$ cat config.mk
export PLATFORM = sky130hd
export DESIGN_NAME = mcht_bist_ctrl
export DESIGN_NICKNAME = d
export VERILOG_FILES = /design/src/rtl/mcht_pkg.sv /design/src/rtl/mcht_lfsr.sv /design/src/rtl/mcht_bist_ctrl.sv
export SDC_FILE = /design/constraint.sdc
export NUM_CORES = 1
export LEC_CHECK = 0
export BUFFER_PORTS_ARGS = -buffer_cell sky130_fd_sc_hd__buf_4
export CORE_UTILIZATION = 40
export CTS_BUF_LIST = sky130_fd_sc_hd__clkbuf_2
export DETAILED_ROUTE_END_ITERATION = 6
export GPL_ROUTABILITY_DRIVEN = 0
export PLACE_DENSITY = 0.69
export SLEW_MARGIN = 10
export SYNTH_ARGS = -nofsm -noshare
export SYNTH_HDL_FRONTEND = slang
export SYNTH_SLANG_ARGS = --single-unit
$ cat constraint.sdc
create_clock -name CLK_25M -period 2.9 [get_ports CLK_25M]
set_input_delay 0.58 -clock CLK_25M [delete_from_list [all_inputs] [get_ports CLK_25M]]
set_output_delay 0.58 -clock CLK_25M [all_outputs]
set_load 0.03 [all_outputs]
$ cat src/rtl/mcht_pkg.sv
// Shared types and constants for the BIST controller and its LFSR.
package mcht_pkg;

   localparam int                cMSG_W     = 8;
   localparam logic [cMSG_W-1:0] cLFSR_TAPS = 8'hB8;   // x^8+x^6+x^5+x^4+1
   localparam logic [cMSG_W-1:0] cDEF_SEED  = 8'hA5;

   typedef enum logic [2:0] {
      IDLE    = 3'd0,
      LOAD    = 3'd1,
      SEND    = 3'd2,
      WAIT_RX = 3'd3,
      CHECK   = 3'd4,
      DONE    = 3'd5
   } state_e;

   // One Galois step: shift right, fold the taps back in when a 1 falls out.
   function automatic logic [cMSG_W-1:0] lfsr_next(input logic [cMSG_W-1:0] v);
      return (v >> 1) ^ (v[0] ? cLFSR_TAPS : '0);
   endfunction

   // An all-zero seed would lock the LFSR, so it is replaced by 1.
   function automatic logic [cMSG_W-1:0] fix_seed(input logic [cMSG_W-1:0] s);
      return (s == '0) ? {{(cMSG_W-1){1'b0}}, 1'b1} : s;
   endfunction

endpackage

$ cat src/rtl/mcht_lfsr.sv
// 8-bit Galois LFSR message generator: load seed, step once per checked message.
module mcht_lfsr
   import mcht_pkg::*;
#(
   parameter logic [cMSG_W-1:0] pSEED = cDEF_SEED
) (
   input  logic              clk,
   input  logic              rst_n,
   input  logic              load,
   input  logic              step,
   output logic [cMSG_W-1:0] value
);

   localparam logic [cMSG_W-1:0] cSEED = fix_seed(pSEED);

   logic [cMSG_W-1:0] value_q, value_d;

   // Load wins over step; otherwise hold.
   always_comb begin
      value_d = value_q;
      if (load)      value_d = cSEED;
      else if (step) value_d = lfsr_next(value_q);
   end

   // State register, reset to the seed.
   always_ff @(posedge clk or negedge rst_n) begin
      if (!rst_n) value_q <= cSEED;
      else        value_q <= value_d;
   end

   assign value = value_q;

endmodule

$ cat src/rtl/mcht_bist_ctrl.sv
// Loopback BIST controller: sends LFSR messages to a transceiver, compares the
// echoed message, counts errors and reports PASS/FAIL.
// Optional build macro MCHT_BIST_TMO_EN adds a receive-wait timeout of pTMO
// cycles; without it WAIT_RX waits for a capture, HALT or reset.
module mcht_bist_ctrl
   import mcht_pkg::*;
#(
   parameter logic [cMSG_W-1:0] pSEED = cDEF_SEED,
   parameter int                pTMO  = 1023
) (
   input  logic              CLK_25M,
   input  logic              RST_N,
   input  logic              START,
   input  logic              HALT,
   input  logic [cMSG_W-1:0] NUM_MSG,
   output logic              TX_VLD,
   output logic [cMSG_W-1:0] TX_MSG,
   input  logic              TX_DNE,
   input  logic [cMSG_W-1:0] RX_MSG,
   input  logic              RX_VLD,
   output logic              BUSY,
   output logic              PASS,
   output logic              FAIL,
   output logic [cMSG_W-1:0] ERR_CNT,
   output logic [cMSG_W-1:0] MSG_CNT
);

   state_e            state_q, state_d;
   logic              tx_vld_q, tx_vld_d;
   logic [cMSG_W-1:0] tx_msg_q, tx_msg_d;
   logic              pass_q, pass_d;
   logic              fail_q, fail_d;
   logic [cMSG_W-1:0] err_cnt_q, err_cnt_d;
   logic [cMSG_W-1:0] msg_cnt_q, msg_cnt_d;
   logic [cMSG_W-1:0] num_q, num_d;
   logic [cMSG_W-1:0] cap_q, cap_d;
   logic              cap_flg_q, cap_flg_d;
   logic              lfsr_load, lfsr_step;
   logic [cMSG_W-1:0] lfsr_val;
   logic              msg_bad;
   logic              busy;

`ifdef MCHT_BIST_TMO_EN
   localparam int                cTMO_W   = (pTMO > 1) ? $clog2(pTMO + 1) : 1;
   localparam logic [cTMO_W-1:0] cTMO_LIM = pTMO[cTMO_W-1:0];

   logic [cTMO_W-1:0] tmo_cnt_q, tmo_cnt_d;
   logic              tmo_hit_q, tmo_hit_d;
`else
   // The timeout length only matters in the timeout build.
   if (pTMO < 1) begin : g_tmo_unused
   end
`endif

   mcht_lfsr #(.pSEED(pSEED)) u_lfsr (
      .clk   (CLK_25M),
      .rst_n (RST_N),
      .load  (lfsr_load),
      .step  (lfsr_step),
      .value (lfsr_val)
   );

   assign busy = (state_q == LOAD) || (state_q == SEND) ||
                 (state_q == WAIT_RX) || (state_q == CHECK);

   // Next-state, counters and handshake; HALT is applied last so it overrides everything.
   always_comb begin
      state_d   = state_q;
      tx_vld_d  = tx_vld_q;
      tx_msg_d  = tx_msg_q;
      pass_d    = pass_q;
      fail_d    = fail_q;
      err_cnt_d = err_cnt_q;
      msg_cnt_d = msg_cnt_q;
      num_d     = num_q;
      cap_d     = cap_q;
      cap_flg_d = cap_flg_q;
      lfsr_load = 1'b0;
      lfsr_step = 1'b0;
      msg_bad   = (cap_q != tx_msg_q);
`ifdef MCHT_BIST_TMO_EN
      tmo_cnt_d = tmo_cnt_q;
      tmo_hit_d = tmo_hit_q;
      msg_bad   = msg_bad | tmo_hit_q;
`endif

      case (state_q)
         IDLE, DONE: begin
            if (START && !HALT) begin
               pass_d    = 1'b0;
               fail_d    = 1'b0;
               err_cnt_d = '0;
               msg_cnt_d = '0;
               num_d     = NUM_MSG;
               cap_flg_d = 1'b0;
               lfsr_load = 1'b1;
               if (NUM_MSG == '0) begin
                  state_d = DONE;
                  pass_d  = 1'b1;
               end else begin
                  state_d = LOAD;
               end
            end
         end
         LOAD: begin
            tx_msg_d = lfsr_val;
            tx_vld_d = 1'b1;
            state_d  = SEND;
         end
         SEND: begin
            if (TX_DNE) begin
               tx_vld_d = 1'b0;
               state_d  = WAIT_RX;
`ifdef MCHT_BIST_TMO_EN
               tmo_cnt_d = '0;
`endif
            end
         end
         WAIT_RX: begin
            if (cap_flg_q) begin
               state_d = CHECK;
            end
`ifdef MCHT_BIST_TMO_EN
            else if (!RX_VLD && (tmo_cnt_q == cTMO_LIM)) begin
               tmo_hit_d = 1'b1;
               state_d   = CHECK;
            end else if (tmo_cnt_q != cTMO_LIM) begin
               tmo_cnt_d = tmo_cnt_q + 1'b1;
            end
`endif
         end
         CHECK: begin
            if (msg_bad && (err_cnt_q != '1)) err_cnt_d = err_cnt_q + 1'b1;
            msg_cnt_d = msg_cnt_q + 1'b1;
            lfsr_step = 1'b1;
            cap_flg_d = 1'b0;
`ifdef MCHT_BIST_TMO_EN
            tmo_hit_d = 1'b0;
`endif
            if (msg_cnt_d == num_q) begin
               state_d = DONE;
               pass_d  = (err_cnt_d == '0);
               fail_d  = (err_cnt_d != '0);
            end else begin
               state_d = LOAD;
            end
         end
         default: state_d = IDLE;
      endcase

      // Echo capture is only meaningful while a message is in flight.
      if (RX_VLD && ((state_q == SEND) || (state_q == WAIT_RX))) begin
         cap_d     = RX_MSG;
         cap_flg_d = 1'b1;
      end

      // Abort: back to IDLE, counters kept, no verdict.
      if (HALT && busy) begin
         state_d   = IDLE;
         tx_vld_d  = 1'b0;
         pass_d    = 1'b0;
         fail_d    = 1'b0;
         err_cnt_d = err_cnt_q;
         msg_cnt_d = msg_cnt_q;
         cap_d     = cap_q;
         cap_flg_d = 1'b0;
         lfsr_load = 1'b0;
         lfsr_step = 1'b0;
`ifdef MCHT_BIST_TMO_EN
         tmo_hit_d = 1'b0;
`endif
      end
   end

   // Controller state registers.
   always_ff @(posedge CLK_25M or negedge RST_N) begin
      if (!RST_N) begin
         state_q   <= IDLE;
         tx_vld_q  <= 1'b0;
         tx_msg_q  <= '0;
         pass_q    <= 1'b0;
         fail_q    <= 1'b0;
         err_cnt_q <= '0;
         msg_cnt_q <= '0;
         num_q     <= '0;
         cap_q     <= '0;
         cap_flg_q <= 1'b0;
      end else begin
         state_q   <= state_d;
         tx_vld_q  <= tx_vld_d;
         tx_msg_q  <= tx_msg_d;
         pass_q    <= pass_d;
         fail_q    <= fail_d;
         err_cnt_q <= err_cnt_d;
         msg_cnt_q <= msg_cnt_d;
         num_q     <= num_d;
         cap_q     <= cap_d;
         cap_flg_q <= cap_flg_d;
      end
   end

`ifdef MCHT_BIST_TMO_EN
   // Receive-wait timeout counter and its pending-error marker.
   always_ff @(posedge CLK_25M or negedge RST_N) begin
      if (!RST_N) begin
         tmo_cnt_q <= '0;
         tmo_hit_q <= 1'b0;
      end else begin
         tmo_cnt_q <= tmo_cnt_d;
         tmo_hit_q <= tmo_hit_d;
      end
   end
`endif

   assign TX_VLD  = tx_vld_q;
   assign TX_MSG  = tx_msg_q;
   assign BUSY    = busy;
   assign PASS    = pass_q;
   assign FAIL    = fail_q;
   assign ERR_CNT = err_cnt_q;
   assign MSG_CNT = msg_cnt_q;

endmodule

==> results of run 1 <==
[sequential cells by signal (all words and copies together), names as in the netlist, 3 cells and up]
register / flops
num_q: 8
u_lfsr.value: 8
MSG_CNT: 8
state_q: 3
cap_q: 8
ERR_CNT: 8
TX_MSG: 8
[cell type report]
| cell class | count | area, sq um |
|---|---|---|
| Inverter | 6 | 22.5 |
| Clock buffer | 5 | 25.0 |
| Multi-Input combinational cell | 242 | 1500 |
| Clock inverter | 3 | 47.5 |
| Sequential cell | 55 | 1380 |
| Fill cell | 690 | 3480 |
| Timing Repair Buffer | 54 | 405 |
| Tap cell | 96 | 120 |
[worst paths after layout]
kind | from | to | slack, ns
setup / recovery | TX_MSG[6] | FAIL | 0.19
hold / removal | RST_N | TX_MSG[7] | 0.1
setup reg to reg | TX_MSG[6] | FAIL | 0.19
hold reg to reg | u_lfsr.value[2] | u_lfsr.value[2] | 0.52
max in group asynchronous | RST_N | num_q[2] | 2.34
min in group CLK_25M | NUM_MSG[6] | num_q[6] | 0.28
[per-layer routing]
metal,global-route usage,vias up,wire length [um]
met5,0,-,0
met4,0.0352,0,37
met3,0.0320,5,243
met2,0.284,47,3220
met1,0.258,1219,3120
li1,-,1212,-
[cell families (layout without fill, tap and decap cells)]
kind of cell / count (synthesis) / after routing / synth area share
xor+xnor: 26 / 26 / 0.0769
mux: 19 / 19 / 0.0727
fa+ha+maj: 3 / 3 / 0.0118
compound gates: 70 / 70 / 0.154
flops: 55 / 55 / 0.467
simple gates: 124 / 124 / 0.190
buf+inv: 22 / 68 / 0.0279
[Yosys cell counts (2+ instances only)]
master,count
a22o_1,3
nand2_1,62
a211oi_1,3
mux2_2,16
or4_1,4
nor4_2,2
and3_1,5
xor2_1,15
a311oi_1,2
a31oi_1,5
o31ai_1,7
clkbuf_1,16
dfrtp_1,51
o21ai_0,24
inv_1,6
xnor2_1,11
o311ai_0,2
a22oi_1,2
nor2_1,29
ha_1,2
nand3_1,10
a21oi_1,12
dfstp_2,4
nor3_1,4
mux2i_1,2
[cells in the final DEF, fill, tap and decap left out, types with 6 or more instances in the layout]
cell	n
a21oi_1	12
buf_4	54
dfrtp_1	51
inv_1	6
mux2_2	16
nand2_1	62
nand3_1	10
nor2_1	29
o21ai_0	24
o31ai_1	7
xnor2_1	11
xor2_1	15
[worst max-delay path: stages (launching register included)]
cell and delay, ns:
dfrtp_1 0.47, xor2_1 0.18, nor4_2 0.46, a21bo_4 0.22, mux2_4 0.29, o32a_1 0.29, or4_4 0.54, a22o_1 0.19
[where the power goes]
part	leakage [nW]	switching, mW	internal [mW]
clock	0.0436	0.266	0.151
combinational	0.843	0.269	0.239
sequential	0.703	0.113	0.894
[per-stage QoR]
| stage | util | cells |
|---|---|---|
| global placement | 0.491 | 453 |
| global route | 0.501 | 461 |
| detailed placement | 0.491 | 453 |
| finish | 0.501 | 461 |
| floorplan | - | 319 |
| CTS | 0.501 | 461 |
==> results_dict.tcl, run 1 <==
set metrics [dict create \
    cap_violations 0 \
    postCtsSetupBuffers 0 \
    yosys.area.top_type "dfrtp_1" \
    vias 2483 \
    final_net_count 388 \
    synth_area_sq_um 2960 \
    cp-start-kind "register" \
    setup_ws_ns 0.191 \
    die_area_sq_um 7750 \
    leakage_nw 1.59 \
    die_w_um 88.0 \
    htree_levels 2 \
    core_sq_um 6980 \
    drc 0 \
    synthCells 319 \
    drive_above_1_share 0.249 \
    drt_iter0_markers 119 \
    cts_buffer_depth 2 \
    ys_seq_elements 55 \
    min_period_ns 2.71 \
    diodes 0 \
    io_pins 50 \
    rr_worst_depth 7 \
    cts_hold_buf 0 \
    drtPass1Iterations 4 \
    yosysUniqueCellTypes 45 \
    cts_sinks 55 \
    antenna_found_initial 0 \
    fin_tns_setup_ns 0 \
    ant_nets 0 \
    grtUsageTotal 0.179 \
    numCtsBuffers 5 \
    yosys_warnings 0 \
    vdd_drop_max_v 0.000311 \
    slew_headroom 0.502 \
    total_power_mw 1.93 \
    final_area_sq_um 3500 \
    whs_ns 0.0991 \
    fin_crit_sh 0.934 \
    grt_max_degree 56 \
    root_buffer "clkbuf_2" \
    fin_skew_ns 0.0214 \
    slew_violations 0 \
    portBuffers 49 \
    viasPerCell 5.39 \
    placed_area_sq_um 3430 \
    grt_overflow 0 \
    async_flop_share 1.00 \
    dp_hpwl_um 4670 \
    wirelength_um 6610 \
    fmax_mhz 369 \
    clock_latency_ns 0.47 \
    rows 30 \
    die_h_um 88.0 \
    crit_fanout 4 \
    cts_tree "built" \
    syn_nets 343 \
    synth_ff_type "dfrtp_1" \
    syn_to_final_growth_pct 18.2 \
    critical_path_class "register to register" \
    synthTopCellsByArea "dfrtp_1 43%, nand2_1 7.9%, mux2_2 6.1%, xor2_1 4.4%, o21ai_0 4.1%" \
    syn_avg_cell_area_sq_um 9.28 \
    path_clk_slew_ns 0.31 \
    timing.final.hold_violations 0 \
    ys_seq_area_frac 0.467 \
    final-setup-viol-count 0 \
    synth-edff-count 0 \
    dp_slack_ns 0.242 \
    cts-resized-gates 0 \
    powerDensity_nw_per_um2 552 \
    grt_pass1_vias 2154 \
    grt_pass1_wl_um 10700 \
    outcome "finished, final reports clean" \
    worstMarginPinSlew_ns 0.744 \
    grt_setup_unrepaired "no" \
    end_kind "register" \
    wl_per_cell_um 14.3 \
    worstPathRequired_ns 3.30 \
    synth.top_cell.area_share 0.431 \
    start_util 0.424 \
    hold_path_class "input pin to asynchronous set/reset pin" \
    critical_path_arrival_ns 3.11 \
]
No activity file was read; power rests on OpenSTA's default activity.
==> run 2, diff against run 1 <==
Settings changed: PLACE_DENSITY 0.69 to 0.65, REMOVE_ABC_BUFFERS from default to 1.
==> results_dict.tcl, run 2 (synthesis gave the netlist of run 1 again) <==
set metrics [dict create \
    rows 30 \
    final-setup-viol-count 0 \
    fillers 697 \
    grt_max_degree 56 \
    seq_power_share 0.539 \
    cp-start-kind "register" \
    clock_latency_ns 0.49 \
    viasPerCell 5.27 \
    ant_nets 0 \
    grt_overflow 0 \
    slew_headroom 0.518 \
    cap_violations 0 \
    drc 0 \
    cts_buffer_depth 2 \
    rr_worst_depth 7 \
    vdd_drop_max_v 0.000202 \
    die_w_um 88.0 \
    antenna_found_initial 0 \
    grtUsageTotal 0.178 \
    timing.final.hold_violations 0 \
    critical_path_class "register to register" \
    worstMarginPinSlew_ns 0.720 \
    wl_met1_um 3140 \
    grt_pass1_vias 2242 \
    final_common_cell "nand2_1" \
    switchingPower_mw 0.649 \
    io_pins 50 \
    grt_pass1_wl_um 10800 \
    start_util 0.424 \
    portBuffers 49 \
    wirelength_um 6340 \
    reg2reg_slack_ns 0.15 \
    top_layer_used "met4" \
    cts_hold_buf 0 \
    min_period_ns 2.75 \
    final_cell_mix "62 x nand2_1, 57 x buf_4, 51 x dfrtp_1" \
    powerDensity_nw_per_um2 530 \
    wl_per_cell_um 13.7 \
    final_net_count 391 \
    crit_fanout 4 \
    fmax_mhz 364 \
    grt_setup_unrepaired "no" \
    worstPathRequired_ns 3.32 \
    route.met2.wl_um 2930 \
    cts-resized-gates 0 \
    dp_hpwl_um 4510 \
    critical_path_arrival_ns 3.16 \
    final_area_sq_um 3500 \
    die_area_sq_um 7750 \
    placed_area_sq_um 3450 \
    numCtsBuffers 5 \
    core_sq_um 6980 \
    rr_endpoint "FAIL" \
    cts_sinks 55 \
    hold_path_class "input pin to asynchronous set/reset pin" \
    leakage_nw 1.59 \
    met3_wirelength_um 206 \
    die_h_um 88.0 \
    slew_violations 0 \
    drive_above_1_share 0.255 \
    switching_share 0.350 \
    diodes 0 \
    syn_to_final_growth_pct 18.3 \
    cts_tree "built" \
    drt_iter0_markers 119 \
    comb_power_share 0.275 \
    fin_crit_sh 0.947 \
    p_clk_frac 0.186 \
    root_buffer "clkbuf_2" \
    postCtsSetupBuffers 0 \
    end_kind "register" \
    p_int_mw 1.21 \
    outcome "finished, final reports clean" \
    r2r-start "TX_MSG[6]" \
    drtPass1Iterations 4 \
    htree_levels 2 \
    path_clk_slew_ns 0.32 \
    fin_tns_setup_ns 0 \
    vias 2443 \
    fin_skew_ns 0.0337 \
]
## run 2: power by group through the flow
stage / logic (mW) / registers, mW / clock network [mW]
6_report: 0.511 / 1.00 / 0.345
5_1_grt: 0.570 / 1.02 / 0.382
4_1_cts: 0.519 / 1.00 / 0.357
3_5_place_dp: 0.518 / 1.02 / 0
3_3_place_gp: 0.510 / 1.01 / 0
2_1_floorplan: 0.310 / 1.04 / 0
## run 2: how the worst max path moves through the flow
| stage | start | endpoint | slack (ns) |
|---|---|---|---|
| after floorplan | TX_MSG[6] | FAIL | 0.26 |
| after global placement | TX_MSG[6] | FAIL | 0.26 |
| after global routing | TX_MSG[6] | FAIL | 0.06 |
| after detailed placement | TX_MSG[1] | FAIL | 0.20 |
| after CTS | TX_MSG[1] | FAIL | 0.15 |
| final | TX_MSG[6] | FAIL | 0.15 |
## run 2: critical path: stages (launching register included)
cell	delay, ns
dfrtp_1	0.48
xor2_1	0.17
nor4_2	0.49
a21bo_4	0.22
mux2_4	0.29
o32a_1	0.28
or4_4	0.54
a22o_1	0.19
## run 2: layout make-up
cell class	count	area, sq um	share of cell area
multi-input combinational	242	1500	0.427
sequential	55	1380	0.394
timing repair buffer	57	428	0.122
tap	96	120	0.0343
clock inverter	3	28.8	0.00822
clock buffer	5	25.0	0.00715
inverter	6	22.5	0.00643
## run 2: metal layers
metal	global-route usage	vias to the layer above
li1	-	1225
met5	0	-
met4	0.0528	0
met2	0.279	50
met3	0.0292	7
met1	0.255	1161
## run 2: through the flow
step	worst slack [ns]	utilization	cells	hold slack [ns]	power, mW
finish	0.154	0.502	464	0.0827	1.86
global route	0.0560	0.502	464	0.0896	1.97
CTS	0.151	0.502	464	0.0951	1.88
detailed placement	0.205	0.494	456	0.486	1.53
global placement	0.255	0.494	456	0.478	1.52
floorplan	0.258	-	303	0.284	1.35
==> run 3, diff against run 2 <==
Settings changed: ABC_AREA from default to 1.
==> results_dict.tcl, run 3 <==
set metrics [dict create \
    slew_headroom 0.543 \
    final_cell_mix "117 x nand2_1, 51 x dfrtp_1, 49 x inv_1, 49 x buf_4" \
    fin_skew_ns 0.0137 \
    synth-edff-count 0 \
    crit_slowest_cell "dfrtp_1" \
    final-setup-viol-count 0 \
    setup_ws_ns 0.668 \
    seq_power_share 0.397 \
    crit_fanout 5 \
    synth.top_cell.area_share 0.405 \
    r2r-start "MSG_CNT[0]" \
    yosys_warnings 0 \
    grt_setup_unrepaired "no" \
    grt_overflow 0 \
    cp-start-kind "register" \
    vias 2587 \
    p_clk_frac 0.098 \
    switching_share 0.460 \
    fin_tns_setup_ns 0 \
    outcome "finished, final reports clean" \
    synth_common_cells "117 x nand2_1, 51 x dfrtp_1, 49 x inv_1" \
    postCtsSetupBuffers 0 \
    core_sq_um 7690 \
    critical_path_class "register to output port" \
    wirelength_um 6390 \
    yosys.area.top_type "dfrtp_1" \
    register_area_sq_um 1380 \
    fin_crit_sh 0.770 \
    drt_iter0_markers 113 \
    rr_worst_depth 11 \
    numCtsBuffers 5 \
    final_net_count 470 \
    die_area_sq_um 8240 \
    start_util 0.410 \
    drtPass1Iterations 4 \
    antenna_found_initial 0 \
    synthTopCellsByArea "dfrtp_1 40%, nand2_1 14%, inv_1 5.8%, nand3_1 4.0%, o21ai_0 4.0%" \
    cp-startpoint "state_q[2]" \
    cap_violations 0 \
    syn_avg_cell_area_sq_um 7.94 \
    yosysUniqueCellTypes 36 \
    p_int_mw 1.74 \
    synth_ff_type "dfrtp_1" \
    critical_path_arrival_ns 1.65 \
    synth_area_sq_um 3150 \
    grt_pass1_wl_um 11200 \
    reg2reg_slack_ns 0.95 \
    switchingPower_mw 1.48 \
    hold_path_class "input pin to asynchronous set/reset pin" \
    wl_per_cell_um 11.6 \
    cts_buffer_depth 2 \
    io_pins 50 \
    diodes 0 \
    cts_hold_buf 0 \
    die_h_um 90.8 \
    grt_max_degree 56 \
    slowest_delay_ns 0.50 \
    cts_sinks 55 \
    ys_seq_elements 55 \
    powerDensity_nw_per_um2 883 \
    multi_input_area_sq_um 1490 \
    htree_levels 2 \
    path_clk_slew_ns 0.29 \
    die_w_um 90.8 \
    worstMarginPinSlew_ns 0.686 \
    drive_above_1_share 0.233 \
    dp_hpwl_um 4810 \
    crit_chain "inv_2 > nor2_4 > inv_2 > nor2_4 > inv_4 > nand2_4 > buf_4" \
    ys_seq_area_frac 0.438 \
    drc 0 \
    comb_power_share 0.506 \
    rr_endpoint "state_q[2]" \
    worstPathRequired_ns 2.32 \
    grtUsageTotal 0.167 \
    portBuffers 49 \
    fillers 809 \
    end_kind "output port" \
    grt_pass1_vias 2453 \
    vdd_drop_max_v 0.000572 \
    rows 32 \
    leakage_nw 1.91 \
    fmax_mhz 448 \
    slew_violations 0 \
    timing.final.hold_violations 0 \
    root_buffer "clkbuf_2" \
    cts_tree "built" \
    dp_slack_ns 1.00 \
    min_period_ns 2.23 \
    syn_to_final_growth_pct 15.8 \
    final_common_cell "nand2_1" \
    clock_latency_ns 0.44 \
    synth.most_common_cell "nand2_1" \
    viasPerCell 4.71 \
    cts-resized-gates 0 \
    ant_nets 0 \
    synthCells 397 \
    async_flop_share 1.00 \
]
==> run 3: worst max path at each step <==
stage	endpoint	depth (start not counted)	slack, ns
detailed placement	FAIL	14	1.00
CTS	BUSY	7	0.62
global placement	FAIL	14	1.02
finish	BUSY	7	0.67
floorplan	FAIL	14	1.03
global route	BUSY	7	0.54
==> run 3: cells by family (layout without fill, tap and decap cells) <==
logic type / after synthesis / in the layout / share of synthesized area
AO/OA/AOI/OAI: 58 / 58 / 0.113
XOR/XNOR: 12 / 12 / 0.0333
adder cells (fa/ha/maj): 2 / 2 / 0.00794
buffers and inverters: 68 / 118 / 0.0893
flip-flops: 55 / 55 / 0.438
multiplexers: 5 / 5 / 0.0191
AND/OR/NAND/NOR: 197 / 197 / 0.299
==> run 3: worst max-delay path, delay by kind of cell (launching register included) <==
family,cells,cell delay [ns]
buffers and inverters,4,0.36
flip-flops,1,0.50
AND/OR/NAND/NOR,3,0.34
==> run 3: layer usage <==
| layer | share of wire | vias up | track usage |
|---|---|---|---|
| li1 | - | 1359 | - |
| met1 | 0.50 | 1182 | 0.223 |
| met2 | 0.46 | 40 | 0.273 |
| met3 | 0.026 | 6 | 0.0295 |
| met4 | 0.010 | 0 | 0.0538 |
| met5 | 0 | - | 0 |
==> run 3: final cells by class <==
| class | count | area share |
|---|---|---|
| well taps | 102 | 0.0350 |
| clock buffers | 5 | 0.00685 |
| flip-flops and latches | 55 | 0.378 |
| multi-input cells | 274 | 0.408 |
| repair buffers | 49 | 0.101 |
| inverters | 61 | 0.0648 |
| clock inverters | 3 | 0.00651 |
==> run 3: power groups by stage <==
stage / registers [mW] / logic, mW / clock network (mW)
after floorplan: 1.43 / 1.04 / 0
after global placement: 1.29 / 1.62 / 0
after detailed placement: 1.30 / 1.64 / 0
after CTS: 1.28 / 1.64 / 0.333
after global routing: 1.32 / 1.83 / 0.356
final: 1.28 / 1.63 / 0.315
==> run 3: through the flow <==
step / area, sq um / util / hold slack, ns / total power [mW] / cells
4_1_cts: 3650 / 0.475 / 0.107 / 3.26 / 549
3_5_place_dp: 3600 / 0.469 / 0.479 / 2.93 / 541
6_report: 3650 / 0.475 / 0.117 / 3.22 / 549
5_1_grt: 3650 / 0.475 / 0.127 / 3.50 / 549
2_1_floorplan: 3110 / - / 0.284 / 2.47 / 390
3_3_place_gp: 3600 / 0.469 / 0.486 / 2.91 / 541
